File: config.mk
export PLATFORM = sky130hd
export DESIGN_NAME = axi4_lite_slave_flat
export DESIGN_NICKNAME = d
export VERILOG_FILES = /design/src/rtl/axi4_lite_pkg.sv /design/src/rtl/axi4_lite_slave_if.sv /design/src/rtl/axi4_lite_slave_regfile.sv /design/src/rtl/axi4_lite_slave.sv /design/src/flat_wrapper.sv
export SDC_FILE = /design/constraint.sdc
export NUM_CORES = 1
export LEC_CHECK = 0
export CORE_ASPECT_RATIO = 0.5
export CORE_UTILIZATION = 40
export CTS_CLUSTER_SIZE = 24
export DETAILED_ROUTE_END_ITERATION = 16
export GPL_ROUTABILITY_DRIVEN = 0
export MAX_ROUTING_LAYER = met4
export PLACE_DENSITY = 0.67
export SYNTH_ARGS = -nofsm -noshare
export SYNTH_HDL_FRONTEND = slang
export SYNTH_SLANG_ARGS = --single-unit
File: constraint.sdc
create_clock -name ACLK -period 3.36 [get_ports ACLK]
set_clock_uncertainty 0.05 [all_clocks]
set_input_delay 0.504 -clock ACLK [delete_from_list [all_inputs] [get_ports ACLK]]
set_output_delay 0.504 -clock ACLK [all_outputs]
set_load 0.03 [all_outputs]
File: src/rtl/axi4_lite_pkg.sv
// Shared AXI4-Lite slave types: response codes, channel FSM states, strobe width.
package axi4_lite_pkg;

  localparam int STRB_W = 4;

  typedef enum logic [1:0] {
    OKAY   = 2'b00,
    SLVERR = 2'b10
  } resp_t;

  typedef enum logic [1:0] {
    WR_IDLE,
    WR_WAIT_DATA,
    WR_WAIT_ADDR,
    WR_RESP
  } wr_state_t;

  typedef enum logic {
    RD_IDLE,
    RD_DATA
  } rd_state_t;

  function automatic resp_t resp_for(input logic in_range);
    return in_range ? OKAY : SLVERR;
  endfunction

endpackage

File: src/rtl/axi4_lite_slave_if.sv
// AXI4-Lite slave bus bundle; master drives requests, slave drives readies and responses.
interface axi4_lite_slave_if #(
  parameter int ADDRESS    = 32,
  parameter int DATA_WIDTH = 32
);
  logic [ADDRESS-1:0]    S_AWADDR;
  logic                  S_AWVALID;
  logic                  S_AWREADY;
  logic [DATA_WIDTH-1:0] S_WDATA;
  logic [3:0]            S_WSTRB;
  logic                  S_WVALID;
  logic                  S_WREADY;
  logic [1:0]            S_BRESP;
  logic                  S_BVALID;
  logic                  S_BREADY;
  logic [ADDRESS-1:0]    S_ARADDR;
  logic                  S_ARVALID;
  logic                  S_ARREADY;
  logic [DATA_WIDTH-1:0] S_RDATA;
  logic [1:0]            S_RRESP;
  logic                  S_RVALID;
  logic                  S_RREADY;

  modport master (
    output S_AWADDR, S_AWVALID, S_WDATA, S_WSTRB, S_WVALID, S_BREADY,
           S_ARADDR, S_ARVALID, S_RREADY,
    input  S_AWREADY, S_WREADY, S_BRESP, S_BVALID, S_ARREADY,
           S_RDATA, S_RRESP, S_RVALID
  );

  modport slave (
    input  S_AWADDR, S_AWVALID, S_WDATA, S_WSTRB, S_WVALID, S_BREADY,
           S_ARADDR, S_ARVALID, S_RREADY,
    output S_AWREADY, S_WREADY, S_BRESP, S_BVALID, S_ARREADY,
           S_RDATA, S_RRESP, S_RVALID
  );
endinterface

File: src/rtl/axi4_lite_slave_regfile.sv
// Register array with byte-lane write merge, one write port and one combinational read port.
// Latency: write commits on the clock edge with wr_en; read is combinational.
// Backpressure: none, always accepts.
module axi4_lite_slave_regfile
  import axi4_lite_pkg::*;
#(
  parameter int NUM_REGS   = 16,
  parameter int DATA_WIDTH = 32,
  parameter int IDX_W      = $clog2(NUM_REGS)
) (
  input  logic                  ACLK,
  input  logic                  ARESETN,
  input  logic                  wr_en,
  input  logic [IDX_W-1:0]      wr_idx,
  input  logic [DATA_WIDTH-1:0] wr_dat,
  input  logic [STRB_W-1:0]     wr_strb,
  input  logic [IDX_W-1:0]      rd_idx,
  output logic [DATA_WIDTH-1:0] rd_dat
);

  logic [DATA_WIDTH-1:0] regs [NUM_REGS];

  always_ff @(posedge ACLK or negedge ARESETN) begin
    if (!ARESETN) begin
      for (int i = 0; i < NUM_REGS; i++) regs[i] <= '0;
    end else if (wr_en) begin
      for (int b = 0; b < STRB_W; b++) begin
        if (wr_strb[b]) regs[wr_idx][8*b +: 8] <= wr_dat[8*b +: 8];
      end
    end
  end

  assign rd_dat = regs[rd_idx];

endmodule

File: src/rtl/axi4_lite_slave.sv
// AXI4-Lite register slave; AXI4_LITE_SLAVE_WSTRB_EN enables per-byte write strobes.
// Latency: BVALID one cycle after the completing AW/W handshake, RVALID one cycle after AR.
// Backpressure: holds B/R until BREADY/RREADY; no new AW/W or AR accepted while a response is pending.
module axi4_lite_slave
  import axi4_lite_pkg::*;
#(
  parameter int ADDRESS    = 32,
  parameter int DATA_WIDTH = 32,
  parameter int NUM_REGS   = 16
) (
  input  logic              ACLK,
  input  logic              ARESETN,
  axi4_lite_slave_if.slave  s
);

  localparam int IDX_W = $clog2(NUM_REGS);
  localparam int WA_W  = ADDRESS - 2;

  wr_state_t wr_state, wr_next;
  rd_state_t rd_state, rd_next;

  logic [WA_W-1:0]       aw_waddr_q, wr_waddr, rd_waddr;
  logic [DATA_WIDTH-1:0] wdata_q, wr_dat, rdata_q, rf_rd_dat;
  logic [STRB_W-1:0]     wr_strb;
`ifdef AXI4_LITE_SLAVE_WSTRB_EN
  logic [STRB_W-1:0]     wstrb_q;
`endif
  logic                  awready, wready, arready, rvalid, wr_fire;
  logic                  wr_in_range, rd_in_range;
  resp_t                 bresp_q, rresp_q;

  always_ff @(posedge ACLK or negedge ARESETN) begin
    if (!ARESETN) begin
      wr_state <= WR_IDLE;
      rd_state <= RD_IDLE;
    end else begin
      wr_state <= wr_next;
      rd_state <= rd_next;
    end
  end

  // Commit source muxes: a channel handshaking this cycle supplies its live value, else the latched one.
  always_comb begin
    wr_next  = wr_state;
    awready  = 1'b0;
    wready   = 1'b0;
    wr_fire  = 1'b0;
    wr_waddr = aw_waddr_q;
    wr_dat   = wdata_q;
`ifdef AXI4_LITE_SLAVE_WSTRB_EN
    wr_strb  = wstrb_q;
`else
    wr_strb  = '1;
`endif
    case (wr_state)
      WR_IDLE: begin
        awready = 1'b1;
        wready  = 1'b1;
        if (s.S_AWVALID && s.S_WVALID) begin
          wr_fire  = 1'b1;
          wr_waddr = s.S_AWADDR[ADDRESS-1:2];
          wr_dat   = s.S_WDATA;
`ifdef AXI4_LITE_SLAVE_WSTRB_EN
          wr_strb  = s.S_WSTRB;
`endif
          wr_next  = WR_RESP;
        end else if (s.S_AWVALID) begin
          wr_next = WR_WAIT_DATA;
        end else if (s.S_WVALID) begin
          wr_next = WR_WAIT_ADDR;
        end
      end
      WR_WAIT_DATA: begin
        wready = 1'b1;
        if (s.S_WVALID) begin
          wr_fire = 1'b1;
          wr_dat  = s.S_WDATA;
`ifdef AXI4_LITE_SLAVE_WSTRB_EN
          wr_strb = s.S_WSTRB;
`endif
          wr_next = WR_RESP;
        end
      end
      WR_WAIT_ADDR: begin
        awready = 1'b1;
        if (s.S_AWVALID) begin
          wr_fire  = 1'b1;
          wr_waddr = s.S_AWADDR[ADDRESS-1:2];
          wr_next  = WR_RESP;
        end
      end
      WR_RESP: begin
        if (s.S_BREADY) wr_next = WR_IDLE;
      end
      default: wr_next = WR_IDLE;
    endcase
  end

  always_comb begin
    rd_next = rd_state;
    arready = 1'b0;
    rvalid  = 1'b0;
    case (rd_state)
      RD_IDLE: begin
        arready = 1'b1;
        if (s.S_ARVALID) rd_next = RD_DATA;
      end
      RD_DATA: begin
        rvalid = 1'b1;
        if (s.S_RREADY) rd_next = RD_IDLE;
      end
      default: rd_next = RD_IDLE;
    endcase
  end

  assign rd_waddr    = s.S_ARADDR[ADDRESS-1:2];
  assign wr_in_range = (wr_waddr >> IDX_W) == '0;
  assign rd_in_range = (rd_waddr >> IDX_W) == '0;

  always_ff @(posedge ACLK or negedge ARESETN) begin
    if (!ARESETN) begin
      aw_waddr_q <= '0;
      wdata_q    <= '0;
`ifdef AXI4_LITE_SLAVE_WSTRB_EN
      wstrb_q    <= '0;
`endif
      bresp_q    <= OKAY;
      rdata_q    <= '0;
      rresp_q    <= OKAY;
    end else begin
      if (awready && s.S_AWVALID) aw_waddr_q <= s.S_AWADDR[ADDRESS-1:2];
      if (wready && s.S_WVALID) begin
        wdata_q <= s.S_WDATA;
`ifdef AXI4_LITE_SLAVE_WSTRB_EN
        wstrb_q <= s.S_WSTRB;
`endif
      end
      if (wr_fire) bresp_q <= resp_for(wr_in_range);
      if (arready && s.S_ARVALID) begin
        rdata_q <= rd_in_range ? rf_rd_dat : '0;
        rresp_q <= resp_for(rd_in_range);
      end
    end
  end

  axi4_lite_slave_regfile #(
    .NUM_REGS   (NUM_REGS),
    .DATA_WIDTH (DATA_WIDTH)
  ) u_regfile (
    .ACLK    (ACLK),
    .ARESETN (ARESETN),
    .wr_en   (wr_fire && wr_in_range),
    .wr_idx  (wr_waddr[IDX_W-1:0]),
    .wr_dat  (wr_dat),
    .wr_strb (wr_strb),
    .rd_idx  (rd_waddr[IDX_W-1:0]),
    .rd_dat  (rf_rd_dat)
  );

  assign s.S_AWREADY = awready;
  assign s.S_WREADY  = wready;
  assign s.S_BVALID  = (wr_state == WR_RESP);
  assign s.S_BRESP   = bresp_q;
  assign s.S_ARREADY = arready;
  assign s.S_RVALID  = rvalid;
  assign s.S_RRESP   = rresp_q;
  assign s.S_RDATA   = rvalid ? rdata_q : '0;

endmodule

File: src/flat_wrapper.sv
// flat-port wrapper written by rule: the top's interface ports become plain ports
module axi4_lite_slave_flat import axi4_lite_pkg::*;
#(
  parameter int ADDRESS    = 32,
  parameter int DATA_WIDTH = 32,
  parameter int NUM_REGS   = 16
)
  (ACLK, ARESETN, s_S_AWADDR, s_S_AWVALID, s_S_WDATA, s_S_WSTRB, s_S_WVALID, s_S_BREADY, s_S_ARADDR, s_S_ARVALID, s_S_RREADY, s_S_AWREADY, s_S_WREADY, s_S_BRESP, s_S_BVALID, s_S_ARREADY, s_S_RDATA, s_S_RRESP, s_S_RVALID);
  axi4_lite_slave_if #(.ADDRESS(ADDRESS), .DATA_WIDTH(DATA_WIDTH)) s_i ();
  input  logic ACLK;
  input  logic ARESETN;
  input wire logic [$bits(s_i.S_AWADDR)-1:0] s_S_AWADDR;
  input wire logic [$bits(s_i.S_AWVALID)-1:0] s_S_AWVALID;
  input wire logic [$bits(s_i.S_WDATA)-1:0] s_S_WDATA;
  input wire logic [$bits(s_i.S_WSTRB)-1:0] s_S_WSTRB;
  input wire logic [$bits(s_i.S_WVALID)-1:0] s_S_WVALID;
  input wire logic [$bits(s_i.S_BREADY)-1:0] s_S_BREADY;
  input wire logic [$bits(s_i.S_ARADDR)-1:0] s_S_ARADDR;
  input wire logic [$bits(s_i.S_ARVALID)-1:0] s_S_ARVALID;
  input wire logic [$bits(s_i.S_RREADY)-1:0] s_S_RREADY;
  output wire logic [$bits(s_i.S_AWREADY)-1:0] s_S_AWREADY;
  output wire logic [$bits(s_i.S_WREADY)-1:0] s_S_WREADY;
  output wire logic [$bits(s_i.S_BRESP)-1:0] s_S_BRESP;
  output wire logic [$bits(s_i.S_BVALID)-1:0] s_S_BVALID;
  output wire logic [$bits(s_i.S_ARREADY)-1:0] s_S_ARREADY;
  output wire logic [$bits(s_i.S_RDATA)-1:0] s_S_RDATA;
  output wire logic [$bits(s_i.S_RRESP)-1:0] s_S_RRESP;
  output wire logic [$bits(s_i.S_RVALID)-1:0] s_S_RVALID;
  assign s_i.S_AWADDR = s_S_AWADDR;
  assign s_i.S_AWVALID = s_S_AWVALID;
  assign s_i.S_WDATA = s_S_WDATA;
  assign s_i.S_WSTRB = s_S_WSTRB;
  assign s_i.S_WVALID = s_S_WVALID;
  assign s_i.S_BREADY = s_S_BREADY;
  assign s_i.S_ARADDR = s_S_ARADDR;
  assign s_i.S_ARVALID = s_S_ARVALID;
  assign s_i.S_RREADY = s_S_RREADY;
  assign s_S_AWREADY = s_i.S_AWREADY;
  assign s_S_WREADY = s_i.S_WREADY;
  assign s_S_BRESP = s_i.S_BRESP;
  assign s_S_BVALID = s_i.S_BVALID;
  assign s_S_ARREADY = s_i.S_ARREADY;
  assign s_S_RDATA = s_i.S_RDATA;
  assign s_S_RRESP = s_i.S_RRESP;
  assign s_S_RVALID = s_i.S_RVALID;
  axi4_lite_slave #(.ADDRESS(ADDRESS), .DATA_WIDTH(DATA_WIDTH), .NUM_REGS(NUM_REGS)) u_core (.ACLK(ACLK), .ARESETN(ARESETN), .s(s_i));
endmodule
; After elaboration in Yosys (flattened, before gate mapping)
; Index checks and enable logic that the tools add are counted.
[op_classes]
magnitude_cmp = 3
n_eq_ne = 7
n_mux = 46
bitwise = 3
reduce_logical = 12
[ops]
columns = cell, count
row1 = $bwmux W512, 4
row2 = $mux W512, 3
row3 = $demux W32 S4, 4
row4 = $mux W32, 7
row5 = $bmux W32 S4, 1
row6 = $pmux W32 S2, 1
row7 = $logic_not A30 Y1, 2
row8 = $mux W30, 2
row9 = $pmux W30 S2, 1
row10 = $mux W24, 1
row11 = $mux W16, 1
row12 = $mux W2, 8
row13 = $ge A5 B5 Y1 const B, 2
row14 = $not A4 Y5, 2
row15 = $mux W1, 9
row16 = $mux W8, 1
row17 = $pmux W2 S4, 1
row18 = $logic_and A1 B1 Y1, 6
row19 = $ne A2 B2 Y1 const B, 3
row20 = $lt A5 B1 Y1 const B, 1
row21 = $eq A2 B2 Y1 const B, 2
row22 = $ne A4 B3 Y1 const B, 1
row23 = $reduce_and A4 Y1, 1
row24 = $reduce_or A2 Y1, 2
row25 = other kinds (5), 5
[word_totals]
ff_bits = 613
inputBits = 107

; Depth between registers and ports, before layout
; Gate-level depths: netlist of run 1.
[logic_depth]
ltp_word = 15
depth_mapped = 11

; Modules after synthesis
; Synthesis of run 1 repeated with hierarchy kept, for this count alone.
[unflattened]
hier_cells = 1790
area_unflattened_um2 = 28139.5
[by_module_without_submodules]
columns = mod, n_inst, cells_per_inst, area_per_inst_um2, seq_area_each_um2
row1 = axi4_lite_slave_regfile, 1, 1434, 23561.3, 12812.3
row2 = axi4_lite_slave, 1, 356, 4578.1, 2477.4

; Worst setup path after synthesis of run 1
; OpenSTA, ideal clock, no wires.
[synth_path]
path_kind = flip-flop to flip-flop
start = register u_core.wr_state[0]
end = register u_core.u_regfile.regs[134] in the netlist's numbering
setup_time_ps = 125
arrival_time_ps = 2598
required_time_ps = 3185
path_slack_ps = 588
stages_incl_launch_ff = 11
path_cell_list = dfrtp_1 > inv_1 > ha_1 > buf_6 > mux2i_4 > o21ai_1 > a211oi_2 > nand2_2 > nor4_4 > buf_6 > mux2_2
[synth_between]
elab_chain_cells = 14
elab_cells_between_ends = 24
[synth_lines]
columns = item, line_no
row1 = "start, declared", axi4_lite_slave.sv:19  ; wr_state_t wr_state, wr_next;
row2 = "start signal, assigned", axi4_lite_slave.sv:37  ; wr_state <= wr_next;
row3 = $eq A2 B2 Y1 / $logic_not A2 Y1 (equally long branches), axi4_lite_slave.sv:55  ; case (wr_state)
row4 = $pmux W30 S2, axi4_lite_slave.sv:55
row5 = $not A4 Y5 (implied by the code), axi4_lite_slave_regfile.sv:28  ; if (wr_strb[b]) regs[wr_idx][8*b +: 8] <= wr_dat[8*b +: 8];
row6 = $ge A5 B5 Y1 (implied by the code) / $lt A5 B1 Y1 (equally long branches), axi4_lite_slave_regfile.sv:28
row7 = $logic_and A1 B1 Y1 (implied by the code), axi4_lite_slave_regfile.sv:28
row8 = $mux W8 (implied by the code), axi4_lite_slave_regfile.sv:28
row9 = $demux W32 S4, axi4_lite_slave_regfile.sv:28
row10 = $bwmux W512, axi4_lite_slave_regfile.sv:28
row11 = $mux W512, axi4_lite_slave_regfile.sv:26  ; end else if (wr_en) begin
row12 = $bwmux W512, axi4_lite_slave_regfile.sv:28
row13 = $mux W512, axi4_lite_slave_regfile.sv:26
row14 = $bwmux W512, axi4_lite_slave_regfile.sv:28
row15 = $mux W512, axi4_lite_slave_regfile.sv:26
row16 = $bwmux W512, axi4_lite_slave_regfile.sv:28
row17 = "end signal, assigned by index", axi4_lite_slave_regfile.sv:28
row18 = "end, declared", axi4_lite_slave_regfile.sv:21  ; logic [DATA_WIDTH-1:0] regs [NUM_REGS];
; Parallel ways exist; a longest one is shown, timed or not. The select of a mux whose other input is x is not followed.
; A chain may end at the register's enable or synchronous reset.

; Final worst setup path of run 1
[layout_path]
start = register u_core.wr_state[0]
end = output port s_S_WREADY
[layout_between]
elab_chain_cells = 3
elab_cells_between_ends = 4
[layout_lines]
columns = item, line_no
row1 = $eq A2 B1 Y1 / $logic_not A2 Y1 (equally long branches), axi4_lite_slave.sv:55
row2 = $reduce_or A2 Y1 (no line) *, --
row3 = $mux W1 *, axi4_lite_slave.sv:55
row4 = "end, declared", flat_wrapper.sv:22  ; output wire logic [$bits(s_i.S_WREADY)-1:0] s_S_WREADY;
; Mark *: on every way between the ends. The rest lies on a longest branch, timed or not.

==> results of run 1 <==
-- synth_stat cells, drive strengths merged, types with 25 or more instances --
| library cell | number |
|---|---|
| clkbuf | 104 |
| a32oi | 32 |
| nand2 | 201 |
| and2 | 35 |
| a32o | 32 |
| nor4 | 25 |
| a21oi | 34 |
| buf | 51 |
| o21ai | 330 |
| nor2 | 43 |
| dfrtp | 611 |
| mux2 | 319 |
| mux4 | 160 |
| inv | 40 |
-- logic make-up (layout without fill, tap and decap cells) --
group | Yosys count | in the layout | synth area share, %
fa+ha+maj | 4 | 4 | 0.181
simple gates | 328 | 328 | 5.63
mux | 481 | 481 | 26.2
compound gates | 449 | 449 | 9.42
other cells | 1 | 3 | 0.0136
buf+inv | 195 | 372 | 3.27
flops | 611 | 611 | 55.3
-- critical path, stage by stage (launching register included) --
cell,delay (ns)
sky130_fd_sc_hd__dfrtp_1,0.43
sky130_fd_sc_hd__inv_1,0.09
sky130_fd_sc_hd__ha_1,0.29
sky130_fd_sc_hd__buf_4,0.19
sky130_fd_sc_hd__or2_2,0.29
sky130_fd_sc_hd__clkdlybuf4s50_1,0.60
-- state kept, by name, summed over array words and instances, names as in the netlist --
register	cells
u_core.u_regfile.regs	512
u_core.rdata_q	32
u_core.wdata_q	32
u_core.aw_waddr_q	30
u_core.wr_state	2
u_core.rd_state	1
u_core.s.S_BRESP	1
u_core.s.S_RRESP	1
-- through the flow --
stage          area, um2  util, %  setup WS [ns]  cells
2_1_floorplan      27600        -          0.588   2070
3_3_place_gp       30500     45.1         0.0559   3037
3_5_place_dp       30500     45.1         0.0117   3037
4_1_cts            32600     48.1          0.292   3144
5_1_grt            32600     48.1         0.0701   3145
6_report           32600     48.1          0.316   3145
-- worst max-delay path by stage --
stage	slack, ns	end	start	depth (start not counted)
2_1_floorplan	0.59	u_core.u_regfile.regs[134]	u_core.wr_state[0]	10
3_3_place_gp	0.06	u_core.u_regfile.regs[167]	s_S_AWADDR[12]	9
3_5_place_dp	0.01	u_core.u_regfile.regs[169]	s_S_AWADDR[12]	9
4_1_cts	0.29	s_S_WREADY	u_core.wr_state[0]	5
5_1_grt	0.07	u_core.u_regfile.regs[162]	u_core.wr_state[0]	9
6_report	0.32	s_S_WREADY	u_core.wr_state[0]	5
-- report_power, final --
part           switching (mW)  total (mW)  internal, mW
combinational            4.17        7.95          3.79
clock                    2.87        6.93          4.07
sequential               1.47        11.6          10.1
-- final cells by class --
class,count,area (um2),share of cell area (%)
well taps,897,1120,3.45
flip-flops and latches,611,15300,47.0
clock buffers,85,1720,5.27
repair buffers,226,2410,7.41
clock inverters,21,308,0.945
inverters,40,150,0.461
diodes,1,2.50,0.00769
multi-input cells,1264,11600,35.5
-- layer usage --
metal	share of wire, %	GRT usage, %	up-vias
li1	-	-	7897
met1	44	28.7	9555
met2	49	34.1	487
met3	5.0	2.49	102
met4	1.8	4.76	0
met5	0	-	-
==> flow_summary.rst, run 1 <==
.. list-table::
   :header-rows: 1

   * - Metric
     - Value
   * - Remaining antenna violation count after routing
     - 0
   * - Count of max-cap constraint violations
     - 0
   * - Deepest clock path buffer count
     - 3
   * - Library cell used as clock root buffer
     - sky130_fd_sc_hd__clkbuf_16
   * - Layout fillers
     - between 5000 and 6000
   * - H-tree depth
     - 2
   * - Number of instances resized during post-cts repair
     - 0
   * - Routed vias/inst
     - around 5.7
   * - Floorplan die width
     - 374 um
   * - Type of the setup path with the least slack
     - reg -> out
   * - Global router's overall resource usage
     - about a fifth
   * - Average wire per standard cell
     - around 22 um
   * - Launching point of the worst reg2reg path
     - u_core.wr_state[0]
   * - Final total power
     - roughly 26 mW
   * - Overall die area
     - ~0.07 mm2
   * - Fin crit share
     - a little over 90%
   * - Initial cell density of the core
     - between 40% and 50%
   * - Placement row count
     - 67
   * - Number of synthesized register bits
     - slightly above 600
   * - Share of layout cells above drive strength 1
     - a little under 30%
   * - Total I/O pin count
     - around 150
   * - Commonest cells after routing, fill and taps aside
     - sky130_fd_sc_hd__dfrtp_1, sky130_fd_sc_hd__o21ai_0, sky130_fd_sc_hd__mux2_2, sky130_fd_sc_hd__nand2_1, sky130_fd_sc_hd__mux4_2
   * - Starting DRT DRC Count
     - 1456
   * - Number of CTS-inserted buffers
     - 58
   * - Wire length reported by the detailed router
     - a little over 70 mm
   * - Post-synth top area share
     - approximately 55%
   * - Pwr Density
     - about 810 mW/mm2
   * - Number of cell instances on the worst register-to-register path
     - 9
   * - Most frequent standard cell in the layout excluding fill and tap cells
     - sky130_fd_sc_hd__dfrtp_1
   * - Antenna violations before repair
     - 1
   * - Maximum number of pins on one net before global-route repair
     - roughly 130
   * - Number of distinct standard cells referenced by the synthesized netlist
     - 50
   * - Worst slew margin relative to its limit
     - between 40% and 50%
   * - Unrepaired setup endpoints after global routing
     - false
   * - Arrival time of the worst setup path
     - 2.49 ns
   * - Cells after Synth
     - 2069
   * - Setup_tns
     - 0 ns
   * - Max-slew violation count
     - 0
   * - Type of the most critical hold path
     - in -> async
   * - Hold-fix buffers, CTS
     - 1
   * - Hpwl dp
     - approximately 42 mm
   * - Clock input transition at the sequential cells of the worst setup and hold paths
     - 0.07 ns
   * - Finish-stage setup viols
     - 0
   * - Later-pin clock latency in the skew report
     - about 0.62 ns
   * - Warnings from Yosys
     - 0
   * - Number of I/O port buffers
     - 137
   * - Async SR Flop Fraction
     - 100%
   * - Total leakage power
     - 14.3 nW
   * - Drt drc
     - 0
   * - First-pass iteration count of the detailed router
     - 5
   * - IR drop worst, VDD
     - between 0.4 and 0.5 mV
   * - # nets final
     - around 2300
   * - TritonCTS Sinks
     - roughly 610
   * - Via count of the routed design
     - 18000
   * - Kind of start point of the critical path
     - register
   * - Worst slack on hold paths
     - between 0.3 and 0.4 ns
   * - Final Hold Violating Endpoints
     - 0
   * - Reg-to-reg critical path endpoint
     - u_core.u_regfile.regs[162]
   * - Part of the Yosys area used for sequential elements
     - 55.3%
   * - Core area
     - 0.0677 mm2
   * - Cells taking the most area after synthesis
     - sky130_fd_sc_hd__dfrtp_1, sky130_fd_sc_hd__mux4_2, sky130_fd_sc_hd__mux2_2
   * - Slew of the pin with the lowest slew margin
     - 0.811 ns
   * - FF-to-FF setup slack
     - roughly 0.34 ns
   * - Synthesized area per cell
     - about 13 um2
   * - Relative area change from synthesis to final layout
     - 17.8%
   * - Overflow after GRT
     - 0
   * - Clock period minus worst slack
     - between 3 and 4 ns
   * - Count of flip-flops with a built-in enable after synthesis
     - 0
   * - Netlist area before placement
     - between 0.02 and 0.03 mm2
   * - Data required time at the worst endpoint
     - 2.81 ns
   * - Most used DFF post-synth
     - sky130_fd_sc_hd__dfrtp_1
   * - Setup crit end kind
     - output port
   * - Largest driver fanout on the critical path
     - 8
   * - Number of buffers added for setup after CTS
     - 0
   * - Run status
     - complete, no violations
   * - First-pass GRT wire length
     - roughly 110 mm
   * - Clock tree from TritonCTS
     - done
   * - Number of global-route vias before repair
     - ~19000
   * - FMAX
     - roughly 330 MHz
   * - Height of the chip
     - approximately 190 um
   * - Yosys top cell by area
     - sky130_fd_sc_hd__dfrtp_1
No activity file was read; power rests on OpenSTA's default activity.
==> inputs of run 2 (changes only) <==
--- a/config.mk
+++ b/config.mk
@@ -5,6 +5,7 @@
 export SDC_FILE = /design/constraint.sdc
 export NUM_CORES = 1
 export LEC_CHECK = 0
+export ABC_CLOCK_PERIOD_IN_PS = 3360
 export CORE_ASPECT_RATIO = 0.5
 export CORE_UTILIZATION = 40
 export CTS_CLUSTER_SIZE = 24
@@ -12,6 +13,7 @@
 export GPL_ROUTABILITY_DRIVEN = 0
 export MAX_ROUTING_LAYER = met4
 export PLACE_DENSITY = 0.67
+export SLEW_MARGIN = 20
 export SYNTH_ARGS = -nofsm -noshare
 export SYNTH_HDL_FRONTEND = slang
 export SYNTH_SLANG_ARGS = --single-unit
==> results of run 2 <==
No change in the layout: final DEF, timing and power equal those of run 1.
==> inputs of run 3 (changes only) <==
--- a/config.mk
+++ b/config.mk
@@ -5,14 +5,13 @@
 export SDC_FILE = /design/constraint.sdc
 export NUM_CORES = 1
 export LEC_CHECK = 0
-export ABC_CLOCK_PERIOD_IN_PS = 3360
-export CORE_ASPECT_RATIO = 0.5
+export ABC_CLOCK_PERIOD_IN_PS = 2700
 export CORE_UTILIZATION = 40
 export CTS_CLUSTER_SIZE = 24
 export DETAILED_ROUTE_END_ITERATION = 16
 export GPL_ROUTABILITY_DRIVEN = 0
 export MAX_ROUTING_LAYER = met4
-export PLACE_DENSITY = 0.67
+export PLACE_DENSITY = 0.69
 export SLEW_MARGIN = 20
 export SYNTH_ARGS = -nofsm -noshare
 export SYNTH_HDL_FRONTEND = slang
==> constraint.sdc (replaced) <==
create_clock -name ACLK -period 2.7 [get_ports ACLK]
set_clock_uncertainty 0.05 [all_clocks]
set_input_delay 0.405 -clock ACLK [delete_from_list [all_inputs] [get_ports ACLK]]
set_output_delay 0.405 -clock ACLK [all_outputs]
set_load 0.03 [all_outputs]
==> flow_summary.rst, run 3 (synthesis results as in run 1) <==
.. list-table::
   :header-rows: 1

   * - Metric
     - Value
   * - Run status
     - finished with violations
   * - Violations in the final reports
     - negative setup slack
   * - Max-slew violation count
     - 0 (unchanged)
   * - Worst slew margin relative to its limit
     - 61.8% (+16 points)
   * - Final Hold Violating Endpoints
     - 0 (unchanged)
   * - Sequential cell fraction of total power
     - 39.8% (-4.0 points)
   * - Floorplan die width
     - 265 um (-29%)
   * - Overall die area
     - 0.0701 mm2 (about the same)
   * - Total leakage power
     - 15.5 nW (+8.3%)
   * - Routed vias/inst
     - 5.91 (+3.0%)
   * - Clock input transition at the sequential cells of the worst setup and hold paths
     - 0.06 ns (about the same)
   * - Biggest register
     - u_core.u_regfile.regs
   * - Pwr Density
     - 1030 mW/mm2 (+27%)
   * - Deepest clock path buffer count
     - 3 (unchanged)
   * - Arrival time of the worst setup path
     - 3.26 ns (+0.77 ns)
   * - Slew of the pin with the lowest slew margin
     - 0.572 ns (-0.239 ns)
   * - Drt drc
     - 0 (unchanged)
   * - Number of CTS-inserted buffers
     - 67 (+16%)
   * - Kind of start point of the critical path
     - register
   * - Clock tree from TritonCTS
     - done
   * - Initial cell density of the core
     - 40.4% (-0.49 points)
   * - Type of the most critical hold path
     - in -> async
   * - Global router's overall resource usage
     - 22.5% (+1.4 points)
   * - First-pass GRT wire length
     - 118 mm (+4.9%)
   * - # nets final
     - 2408 (+4.2%)
   * - Flip-flop count of the largest register after layout
     - 512 (unchanged)
   * - Setup_tns
     - -7.65 ns (-7.65 ns)
   * - Count of max-cap constraint violations
     - 0 (unchanged)
   * - Sw Share
     - 32.2% (+0.035 points)
   * - Total I/O pin count
     - 148 (unchanged)
   * - Relative area change from synthesis to final layout
     - 28.6%
   * - Layout fillers
     - 5582 (-2.7%)
   * - Height of the chip
     - 265 um (+41%)
   * - Remaining antenna violation count after routing
     - 0 (unchanged)
   * - Combinational Power Share
     - 33.1% (+3.1 points)
   * - Type of the setup path with the least slack
     - reg -> reg
   * - Antenna violations before repair
     - 1 (unchanged)
   * - Average wire per standard cell
     - 24.7 um (+10%)
   * - Maximum number of pins on one net before global-route repair
     - 93 (-26%)
   * - Wire length reported by the detailed router
     - 79.8 mm (+13%)
   * - Commonest cells after routing, fill and taps aside
     - sky130_fd_sc_hd__dfrtp_1, sky130_fd_sc_hd__o21ai_0, sky130_fd_sc_hd__mux2_4, sky130_fd_sc_hd__nand2_1, sky130_fd_sc_hd__mux4_2
   * - Clock period minus worst slack
     - 2.82 ns
   * - Fin crit share
     - 104%
   * - Unrepaired setup endpoints after global routing
     - true
   * - Largest registers
     - u_core.u_regfile.regs x512, u_core.rdata_q x32, u_core.wdata_q x32
   * - Hpwl dp
     - 44.4 mm (+5.9%)
   * - Share of total power in the clock network
     - 27.0% (+0.8 points)
   * - Finish-stage setup viols
     - 173 (+173)
   * - Cell Int Power
     - 24.9 mW (+39%)
   * - Largest driver fanout on the critical path
     - 5 (-3)
   * - FMAX
     - 355 MHz
   * - Via count of the routed design
     - 19100 (+5.7%)
   * - Number of global-route vias before repair
     - 19800 (+5.3%)
   * - Core area
     - 0.0685 mm2 (+1.2%)
   * - Starting DRT DRC Count
     - 1860 (+28%)
   * - IR drop worst, VDD
     - 0.529 mV (+13%)
   * - Later-pin clock latency in the skew report
     - 0.61 ns (about the same)
   * - Setup ws final
     - -0.120 ns (-0.436 ns)
   * - Number of I/O port buffers
     - 137 (unchanged)
   * - Setup crit end kind
     - register
   * - Library cell used as clock root buffer
     - sky130_fd_sc_hd__clkbuf_16
   * - TritonCTS Sinks
     - 611 (unchanged)
   * - Switching power of the nets
     - 11.8 mW (+39%)
   * - H-tree depth
     - 3 (+1)
   * - Data required time at the worst endpoint
     - 3.14 ns (+0.33 ns)
   * - Most frequent standard cell in the layout excluding fill and tap cells
     - sky130_fd_sc_hd__dfrtp_1
   * - Placement row count
     - 96 (+43%)
   * - Overflow after GRT
     - 0 (unchanged)
   * - Final total power
     - 36.8 mW (+39%)
   * - Share of layout cells above drive strength 1
     - 36.4% (+7.4 points)
   * - First-pass iteration count of the detailed router
     - 5 (unchanged)
## run 3: repair_timing
action                                  4_1_cts  5_1_grt
hold buffers                                  1        0
endpoints found under the setup margin      336      387
gates cloned                                 10       13
buffers inserted                             24       10
resized for setup                           106      262
endpoints found under the hold margin        45        0
pin swaps                                     9        7
## run 3: critical path: stages (launching register included)
cell and delay (ns):
sky130_fd_sc_hd__dfrtp_1 0.36, sky130_fd_sc_hd__inv_2 0.06, sky130_fd_sc_hd__buf_6 0.12, sky130_fd_sc_hd__ha_4 0.17, sky130_fd_sc_hd__a21o_1 0.21, sky130_fd_sc_hd__buf_6 0.14, sky130_fd_sc_hd__and2_4 0.17, sky130_fd_sc_hd__buf_6 0.12
sky130_fd_sc_hd__o31ai_4 0.06, sky130_fd_sc_hd__nand2_2 0.12, sky130_fd_sc_hd__buf_6 0.13, sky130_fd_sc_hd__nor3_4 0.24, sky130_fd_sc_hd__buf_8 0.21, sky130_fd_sc_hd__clkbuf_16 0.21, sky130_fd_sc_hd__mux2_4 0.30
## run 3: final timing paths
kind                                     from                          to  slack, ns  depth (start not counted)
hold reg to reg            u_core.rdata_q[13]          u_core.rdata_q[13]       0.42                          2
min in group ACLK                  s_S_RREADY             u_core.rd_state       0.33                          2
max in group asynchronous             ARESETN  u_core.u_regfile.regs[202]       1.38                          3
setup reg to reg           u_core.wr_state[0]   u_core.u_regfile.regs[72]      -0.12                         14
setup / recovery           u_core.wr_state[0]   u_core.u_regfile.regs[72]      -0.12                         14
hold / removal                        ARESETN  u_core.u_regfile.regs[254]       0.29                          2
## run 3: through the flow
step | hold WS, ns | setup slack (ns) | utilization [%] | instances | instance area (um2)
global placement | 0.356 | -0.596 | 45.2 | 3055 | 31000
global route | 0.328 | -0.195 | 51.9 | 3227 | 35500
detailed placement | 0.372 | -0.584 | 45.2 | 3055 | 31000
floorplan | 0.0594 | 0.000184 | - | 2070 | 27600
CTS | 0.299 | -0.0771 | 50.0 | 3206 | 34200
finish | 0.288 | -0.120 | 51.9 | 3227 | 35500
## run 3: cell type report
type	count	area (um2)	share of cell area, %
Antenna cell	1	2.50	0.00704
Clock buffer	85	1880	5.28
Clock inverter	31	503	1.42
Inverter	40	150	0.423
Multi-Input combinational cell	1264	12700	35.8
Sequential cell	611	15300	43.0
Tap cell	882	1100	3.11
Timing Repair Buffer	313	3890	11.0
## run 3: power groups by stage
stage               Combinational, mW  Clock (mW)  Sequential (mW)
global placement                 9.95           0             14.2
CTS                              11.0        10.1             14.4
detailed placement               10.4           0             14.5
floorplan                        7.10           0             13.9
finish                           12.2        9.94             14.6
global route                     13.1        10.4             15.0
## run 3: routing by layer
layer	vias to the layer above	wire [um]	track usage, %
met5	-	0	-
met4	0	2250	6.80
met3	145	5390	4.39
met2	710	39500	36.9
met1	10100	32700	28.3
li1	8092	-	-
